===== src/rtl/morse_pkg.sv =====
`default_nettype none
// ============================================================================
//  Module      : morse_pkg
//  Description : Shared Morse symbol encoding, timing units and keyer state
//                encoding used by both the transmit keyer and receive decoder.
//  Revision    : 1.0 - initial release
// ============================================================================
package morse_pkg;

  // Symbol encoding: one bit per symbol, shared with the receive decoder
  localparam logic DOT  = 1'b0;
  localparam logic DASH = 1'b1;

  // Durations in Morse time units
  localparam logic [2:0] DOT_UNITS        = 3'd1;
  localparam logic [2:0] DASH_UNITS       = 3'd3;
  localparam logic [2:0] SYM_GAP_UNITS    = 3'd1;
  localparam logic [2:0] CHAR_GAP_UNITS   = 3'd3;
  localparam logic [2:0] WORD_EXTRA_UNITS = 3'd4;

  localparam int MAX_SYMBOLS = 6;

  // Keyer state encoding
  typedef enum logic [1:0] {
    ST_IDLE     = 2'd0,
    ST_MARK     = 2'd1,
    ST_SPACE    = 2'd2,
    ST_CHAR_GAP = 2'd3
  } keyer_state_t;

endpackage : morse_pkg
`default_nettype wire


===== src/rtl/morse_unit_timer.sv =====
`default_nettype none
// ============================================================================
//  Module      : morse_unit_timer
//  Description : Prescaler plus units-remaining down-counter. A start pulse
//                restarts the prescaler and loads the unit count; done pulses
//                on the prescaler wrap in which the last unit expires.
//  Revision    : 1.0 - initial release
// ============================================================================
module morse_unit_timer #(
  parameter int UNIT_CYCLES = 10000000,
  parameter int UNITS_W     = 3
) (
  input  logic               clk,
  input  logic               rst,
  input  logic               start,
  input  logic [UNITS_W-1:0] units,
  output logic               done
);

  localparam int            PW        = (UNIT_CYCLES > 1) ? $clog2(UNIT_CYCLES) : 1;
  localparam logic [PW-1:0] PRESC_TOP = PW'(UNIT_CYCLES - 1);

  logic [PW-1:0]      presc;
  logic [UNITS_W-1:0] remaining;
  logic               active;
  logic               wrap;

  assign wrap = active && (presc == PRESC_TOP);
  // Exit on the wrap that consumes the final unit, so lengths are exact multiples
  assign done = wrap && (remaining == UNITS_W'(1));

  // Prescaler and unit down-counter; start has priority over a coincident wrap
  always_ff @(posedge clk) begin
    if (rst) begin
      presc     <= '0;
      remaining <= '0;
      active    <= 1'b0;
    end else if (start) begin
      presc     <= '0;
      remaining <= units;
      active    <= (units != '0);
    end else if (active) begin
      if (wrap) begin
        presc     <= '0;
        remaining <= remaining - UNITS_W'(1);
        if (remaining == UNITS_W'(1)) begin
          active <= 1'b0;
        end
      end else begin
        presc <= presc + PW'(1);
      end
    end
  end

endmodule : morse_unit_timer
`default_nettype wire


===== src/rtl/morse_keyer.sv =====
`default_nettype none
// ============================================================================
//  Module      : morse_keyer
//  Description : Transmit-side Morse keyer. Accepts one encoded character per
//                valid/ready handshake and plays it out as a timed key level.
//  Revision    : 1.0 - initial release
// ============================================================================
module morse_keyer #(
  parameter int UNIT_CYCLES = 10000000,
  parameter int MAX_SYMBOLS = 6
) (
  input  logic                   clk,
  input  logic                   rst,
  input  logic [MAX_SYMBOLS-1:0] sym_pattern,
  input  logic [2:0]             sym_count,
  input  logic                   char_valid,
  output logic                   char_ready,
  output logic                   key_out,
  output logic                   busy,
  output logic                   char_done
);

  import morse_pkg::*;

  localparam logic [2:0] MAX_CNT = 3'(MAX_SYMBOLS);

  keyer_state_t           state;
  keyer_state_t           next_state;
  logic [MAX_SYMBOLS-1:0] shift_reg;
  logic [2:0]             remaining_syms;
  logic [2:0]             clamped_count;

  logic                   timer_start;
  logic [2:0]             timer_units;
  logic                   timer_done;
  logic                   load;
  logic                   advance;
  logic                   gap_end;

  assign clamped_count = (sym_count > MAX_CNT) ? MAX_CNT : sym_count;
  assign char_ready    = (state == ST_IDLE);

  morse_unit_timer #(
    .UNIT_CYCLES (UNIT_CYCLES),
    .UNITS_W     (3)
  ) u_timer (
    .clk   (clk),
    .rst   (rst),
    .start (timer_start),
    .units (timer_units),
    .done  (timer_done)
  );

  // State register
  always_ff @(posedge clk) begin
    if (rst) begin
      state <= ST_IDLE;
    end else begin
      state <= next_state;
    end
  end

  // Next-state decode, timer reloads and datapath strobes
  always_comb begin
    next_state  = state;
    timer_start = 1'b0;
    timer_units = 3'd0;
    load        = 1'b0;
    advance     = 1'b0;
    gap_end     = 1'b0;
    case (state)
      ST_IDLE: begin
        if (char_valid) begin
          load        = 1'b1;
          timer_start = 1'b1;
          if (clamped_count == 3'd0) begin
            next_state  = ST_CHAR_GAP;
            timer_units = WORD_EXTRA_UNITS;
          end else begin
            next_state  = ST_MARK;
            timer_units = (sym_pattern[0] == DASH) ? DASH_UNITS : DOT_UNITS;
          end
        end
      end
      ST_MARK: begin
        if (timer_done) begin
          advance     = 1'b1;
          timer_start = 1'b1;
          if (remaining_syms > 3'd1) begin
            next_state  = ST_SPACE;
            timer_units = SYM_GAP_UNITS;
          end else begin
            next_state  = ST_CHAR_GAP;
            timer_units = CHAR_GAP_UNITS;
          end
        end
      end
      ST_SPACE: begin
        if (timer_done) begin
          // Pattern was already shifted at the end of the previous mark
          next_state  = ST_MARK;
          timer_start = 1'b1;
          timer_units = (shift_reg[0] == DASH) ? DASH_UNITS : DOT_UNITS;
        end
      end
      ST_CHAR_GAP: begin
        if (timer_done) begin
          next_state = ST_IDLE;
          gap_end    = 1'b1;
        end
      end
      default: begin
        next_state = ST_IDLE;
      end
    endcase
  end

  // Symbol shift register, remaining count and registered outputs
  always_ff @(posedge clk) begin
    if (rst) begin
      shift_reg      <= '0;
      remaining_syms <= 3'd0;
      key_out        <= 1'b0;
      busy           <= 1'b0;
      char_done      <= 1'b0;
    end else begin
      key_out   <= (next_state == ST_MARK);
      busy      <= (next_state != ST_IDLE);
      char_done <= gap_end;
      if (load) begin
        shift_reg      <= sym_pattern;
        remaining_syms <= clamped_count;
      end else if (advance) begin
        shift_reg      <= shift_reg >> 1;
        remaining_syms <= remaining_syms - 3'd1;
      end
    end
  end

endmodule : morse_keyer
`default_nettype wire


===== config.mk =====
export PLATFORM = sky130hd
export DESIGN_NAME = morse_keyer
export DESIGN_NICKNAME = d
export VERILOG_FILES = /design/src/rtl/morse_pkg.sv /design/src/rtl/morse_unit_timer.sv /design/src/rtl/morse_keyer.sv
export SDC_FILE = /design/constraint.sdc
export NUM_CORES = 1
export LEC_CHECK = 0
export CORE_ASPECT_RATIO = 0.75
export CORE_MARGIN = 2
export CORE_UTILIZATION = 41
export CTS_CLUSTER_SIZE = 12
export DETAILED_ROUTE_END_ITERATION = 6
export GPL_TIMING_DRIVEN = 1
export SYNTH_ARGS = -nofsm -noshare
export SYNTH_HDL_FRONTEND = slang
export SYNTH_SLANG_ARGS = --single-unit

===== constraint.sdc =====
create_clock -name clk -period 2.9 [get_ports clk]
set_input_delay 0.29 -clock clk [delete_from_list [all_inputs] [get_ports clk]]
set_output_delay 0.29 -clock clk [all_outputs]
set_load 0.02 [all_outputs]

# Word-level counts from Yosys, hierarchy flattened
# Cells that the tools add are included.
# op_classes
addsub,3
magnitude_cmp,2
eq_ne,6
n_mux,33
n_bitwise,1
n_reduce_logical,13
# op_table
operator,count
"adder 24 x 1 -> 24 bit, second input constant",1
"equality test 24 bit, second input constant",1
two-way mux 24 bit,1
two-way mux 3 bit,8
two-way mux 2 bit,10
two-way mux 6 bit,2
two-way mux 1 bit,9
case mux 3 bit (3 select lines),1
case mux 2 bit (4 select lines),1
nonzero test 2 bit,4
OR reduction 2 bit,3
"subtractor 3 x 1 -> 3 bit, second input constant",2
"equality test 2 x 1 -> 1 bit, second input constant",2
"equality test 2 bit, second input constant",2
"equality test 3 x 1 -> 1 bit, second input constant",1
"> comparator 3 x 1 -> 1 bit, second input constant",1
"> comparator 3 bit, second input constant",1
logical NOT 3 bit,1
nonzero test 3 bit,1
logical AND 1 bit,2
logical NOT 2 bit,1
case mux 1 bit (2 select lines),1
AND reduction 2 bit,1
NOT 1 bit,1
# totals
ff_bits,42
input_bits,12
output_inout_bits,4
word_cells,67

# Depth between registers and ports, before layout
# logic_depth
ltp_word,8
ltp_mapped,8
mapped_depth_nobuf,7

# By module
# A second synthesis with hierarchy kept.
# unflattened
cells_unflattened,268
area_unflattened_um2,2228.4
# modules_own_cells
mod,instances,cells_each,area_per_inst_um2,seq_area_each_um2
morse_unit_timer,1,168,1442.6,560.5
morse_keyer,1,100,785.8,280.3

# Least setup slack after synthesis
# Ideal clock, no wire load.
# synth_path
path_type,flip-flop to flip-flop
from,register u_timer.presc[8]
to,register busy
setup_ns,0.091
arrival_time_ns,2.063
required_ns,2.809
setup_slack_ns,0.746
path_stages_with_launch,6
n_path_buf,0
period_less_slack_ns,2.154
path_cell_list,dfxtp_1 > or4b_4 > or3_4 > a2111oi_1 > a21oi_1 > a311oi_1
# synth_via
elab_chain_len,6
elab_cells_between_ends,8
classes_between,eq/ne: 1; mux: 4; reduce/logical: 3
# synth_lines
item,line_no,source
"start, declared",morse_unit_timer.sv:23,logic [PW-1:0] presc;
"start signal, assigned",morse_unit_timer.sv:50,presc <= presc + PW'(1);
equality test 24 bit *,morse_unit_timer.sv:28,assign wrap = active && (presc == PRESC_TOP);
logical AND 1 bit *,morse_unit_timer.sv:28,
logical AND 1 bit *,morse_unit_timer.sv:30,assign done = wrap && (remaining == UNITS_W'(1));
"two-way mux 2 bit, on equally long branches","morse_keyer.sv:107, morse_keyer.sv:86, morse_keyer.sv:99",
case mux 2 bit (4 select lines) *,morse_keyer.sv:71,case (state)
nonzero test 2 bit *,morse_keyer.sv:128,busy <= (next_state != ST_IDLE);
"end signal, assigned",morse_keyer.sv:128,
"end, declared",morse_keyer.sv:19,"output logic busy,"
# Every way passes the cells marked *; elsewhere a longest branch is shown, timed or not.
# A chain may end at the register's enable or synchronous reset.

# Final worst setup path
# layout_path
from,register u_timer.presc[0]
to,register busy
# Same word-level chain as after synthesis.

==> results.cfg <==
[outcome]
status = completed

[cts]
cts_setup_buffers = 0
clk_pin_slew_ns = 0.08
clock_sinks = 42
clockBufferDepth = 2
post_cts_resized = 0
clockRootBuffer = clkbuf_8
cts_hold_buf = 0
cts_buffers = 5
cts_tree = built
clkLatencyLatePin_ns = 0.29
htree_levels = 2

[setup_path]
critical_path.max_fanout = 9
worstSetupPathType = reg2reg
reg2reg_depth = 6
startpoint = u_timer.presc[0]
path_cells = ha_1 > nand3_1 > or4_1 > nor3_4 > a21oi_1 > a311oi_1
critPathArrivalTime_ns = 2.57
worstPathRequired_ns = 3.10
worst_path_largest_cell_delay_ns = 0.61
crit_slowest_cell = or4_1
r2r-start = u_timer.presc[0]
cp-start-kind = flop
crit_path_end_kind = flop

[power_and_ir_drop]
peakVddDrop_mv = 0.368
powerDensity_nw_per_um2 = 649
p_leak_nw = 0.888
pwr-share-clk = 0.231
sw_frac_of_total = 0.355
pwr-share-seq = 0.421
cell_internal_pwr_w = 0.00108
switchingPower_w = 0.000596
power_frac_comb = 0.347

[synth]
synthXorXnorAreaFrac = 0.0939
synth-simple-area-share = 0.301
yosysSeqAreaShare = 0.376
synthMostInstantiatedCell = dfxtp_1
synthMuxAreaShare = 0.0313
syn_nets = 285
synth_compound_area_frac = 0.115
synth_area_um2 = 2240
synthAdderAreaFrac = 0.0503
avgSynthCellArea_um2 = 8.48
synth_edf_count = 0
yosys_warnings = 0
synthTopCellsByArea = dfxtp_1 38%, nor2_1 6.7%, xnor2_1 5.9%, ha_1 5.0%, xor2_1 3.5%
synth-seq-cells = 42
ys_types = 46
synth_ff_type = dfxtp_1
synth_top_area_cell = dfxtp_1
synth_top_area_share = 0.376
synthCells = 264
async_flop_share = 0
synth_common_cells = 42 x dfxtp_1, 40 x nor2_1, 19 x nand2_1
synth_top_family_by_area = simple AND/OR/NAND/NOR gates

[timing]
fmax_mhz = 422
whs_ns = 0.528
period_minus_slack_ns = 2.37
rsz0062_at_grt = false
max_slew_margin = 0.659
tightest_slew_ns = 0.510
finalHoldViolCount = 0
maxSlewViolCount = 0
fin_worst_skew_ns = 0.00655
tns_ns = 0
setup-violations-final = 0
finalCritPeriodShare = 0.818

[floorplanning]
die_h_um = 68.0
die_x_um = 89.3
rows = 23
core_um2 = 5300
die_area_um2 = 6070
pin_count = 16
initial_core_util = 0.423

[placement]
portBuffers = 15
hpwlAfterDp_mm = 3.72
gp_congestion = 0.811

[cells_and_area]
area.growth.synth_to_final_pct = 15.4
utilization = 0.488
diodes = 0
layout-drive-gt1-share = 0.0772
largest_reg_flops = 24
finalNetCount = 305

[global_routing]
grt_pass1_vias = 1641
grt_start_max_net_pins = 23
grt_pass1_wl_mm = 8.08
grt_use_total = 0.174
antenna_found_initial = 0
grt-ovfl-total = 0

[worst_hold_path]
min_path_cells = 2
hp-start = u_timer.presc[23]
holdCritPathClass = reg2reg

[job]
maxCapViolations = 0

[route]
drc = 0
dr.first_iter.drc_count = 105
drt.antenna.violating_nets = 0
firstDrtPassIters = 4
num_vias = 1891
totalWireLength_mm = 5.00
wl_per_cell_um = 13.9
via_per_inst = 5.25
## layout by cell type, fill, tap and decap left out, drive strengths merged, types with 3 or more instances in the layout
master / instances
o21ai: 7
or4b: 4
nand3: 13
ha: 9
xnor2: 15
nand4: 7
and4: 5
and3: 4
a31oi: 3
inv: 12
nor2: 40
a211oi: 4
a21oi: 13
clkdlybuf4s50: 15
nand2: 19
clkbuf: 7
nor3b: 4
nor4: 5
nor3: 13
or3: 3
xor2: 9
mux2i: 7
buf: 5
dfxtp: 42
## cell families (layout without fill, tap and decap cells)
family	after synthesis	after routing
simple gates	124	124
flops	42	42
xor+xnor	24	24
mux	7	7
fa+ha+maj	9	9
buf+inv	19	40
compound gates	39	39
## power groups by stage
stage | Combinational, W | Clock, W | Sequential, W
floorplan | 0.000398 | 0 | 0.000716
global placement | 0.000580 | 0 | 0.000719
detailed placement | 0.000574 | 0 | 0.000719
CTS | 0.000577 | 0.000403 | 0.000705
global route | 0.000649 | 0.000426 | 0.000717
finish | 0.000582 | 0.000388 | 0.000706
## area by class of cell
cell class              count  area [um2]
clock inverters             1        5.00
clock buffers               7        86.3
fillers                   554        2710
repair buffers             20         188
multi-input cells         203        1330
inverters                  12        45.0
well taps                  75        93.8
flip-flops and latches     42         841
## worst max-delay path, delay by kind of cell (launching register included)
family	cells	cell delay, ns
simple gates	3	1.20
fa+ha+maj	1	0.27
compound gates	2	0.37
flops	1	0.43
## metal layers
layer  track usage  up-vias  wire length (um)
met2         0.217       31              1890
met5             0        -                 0
met4        0.0392        0                36
met3        0.0410        4               271
li1              -      978                 -
met1         0.288      878              2810
## stage by stage
step	instances	power, W	setup WS [ns]	instance area (um2)
after floorplan	264	0.00111	0.746	2240
after global placement	352	0.00130	0.628	2490
after detailed placement	352	0.00129	0.574	2490
after CTS	360	0.00169	0.546	2580
after global routing	360	0.00179	0.308	2580
final	360	0.00168	0.528	2580
## final timing paths
path,to,slack (ns)
setup / recovery,busy,0.53
hold / removal,u_timer.presc[23],0.53
setup reg to reg,busy,0.53
hold reg to reg,u_timer.presc[23],0.53
No activity file was read; power rests on OpenSTA's default activity.
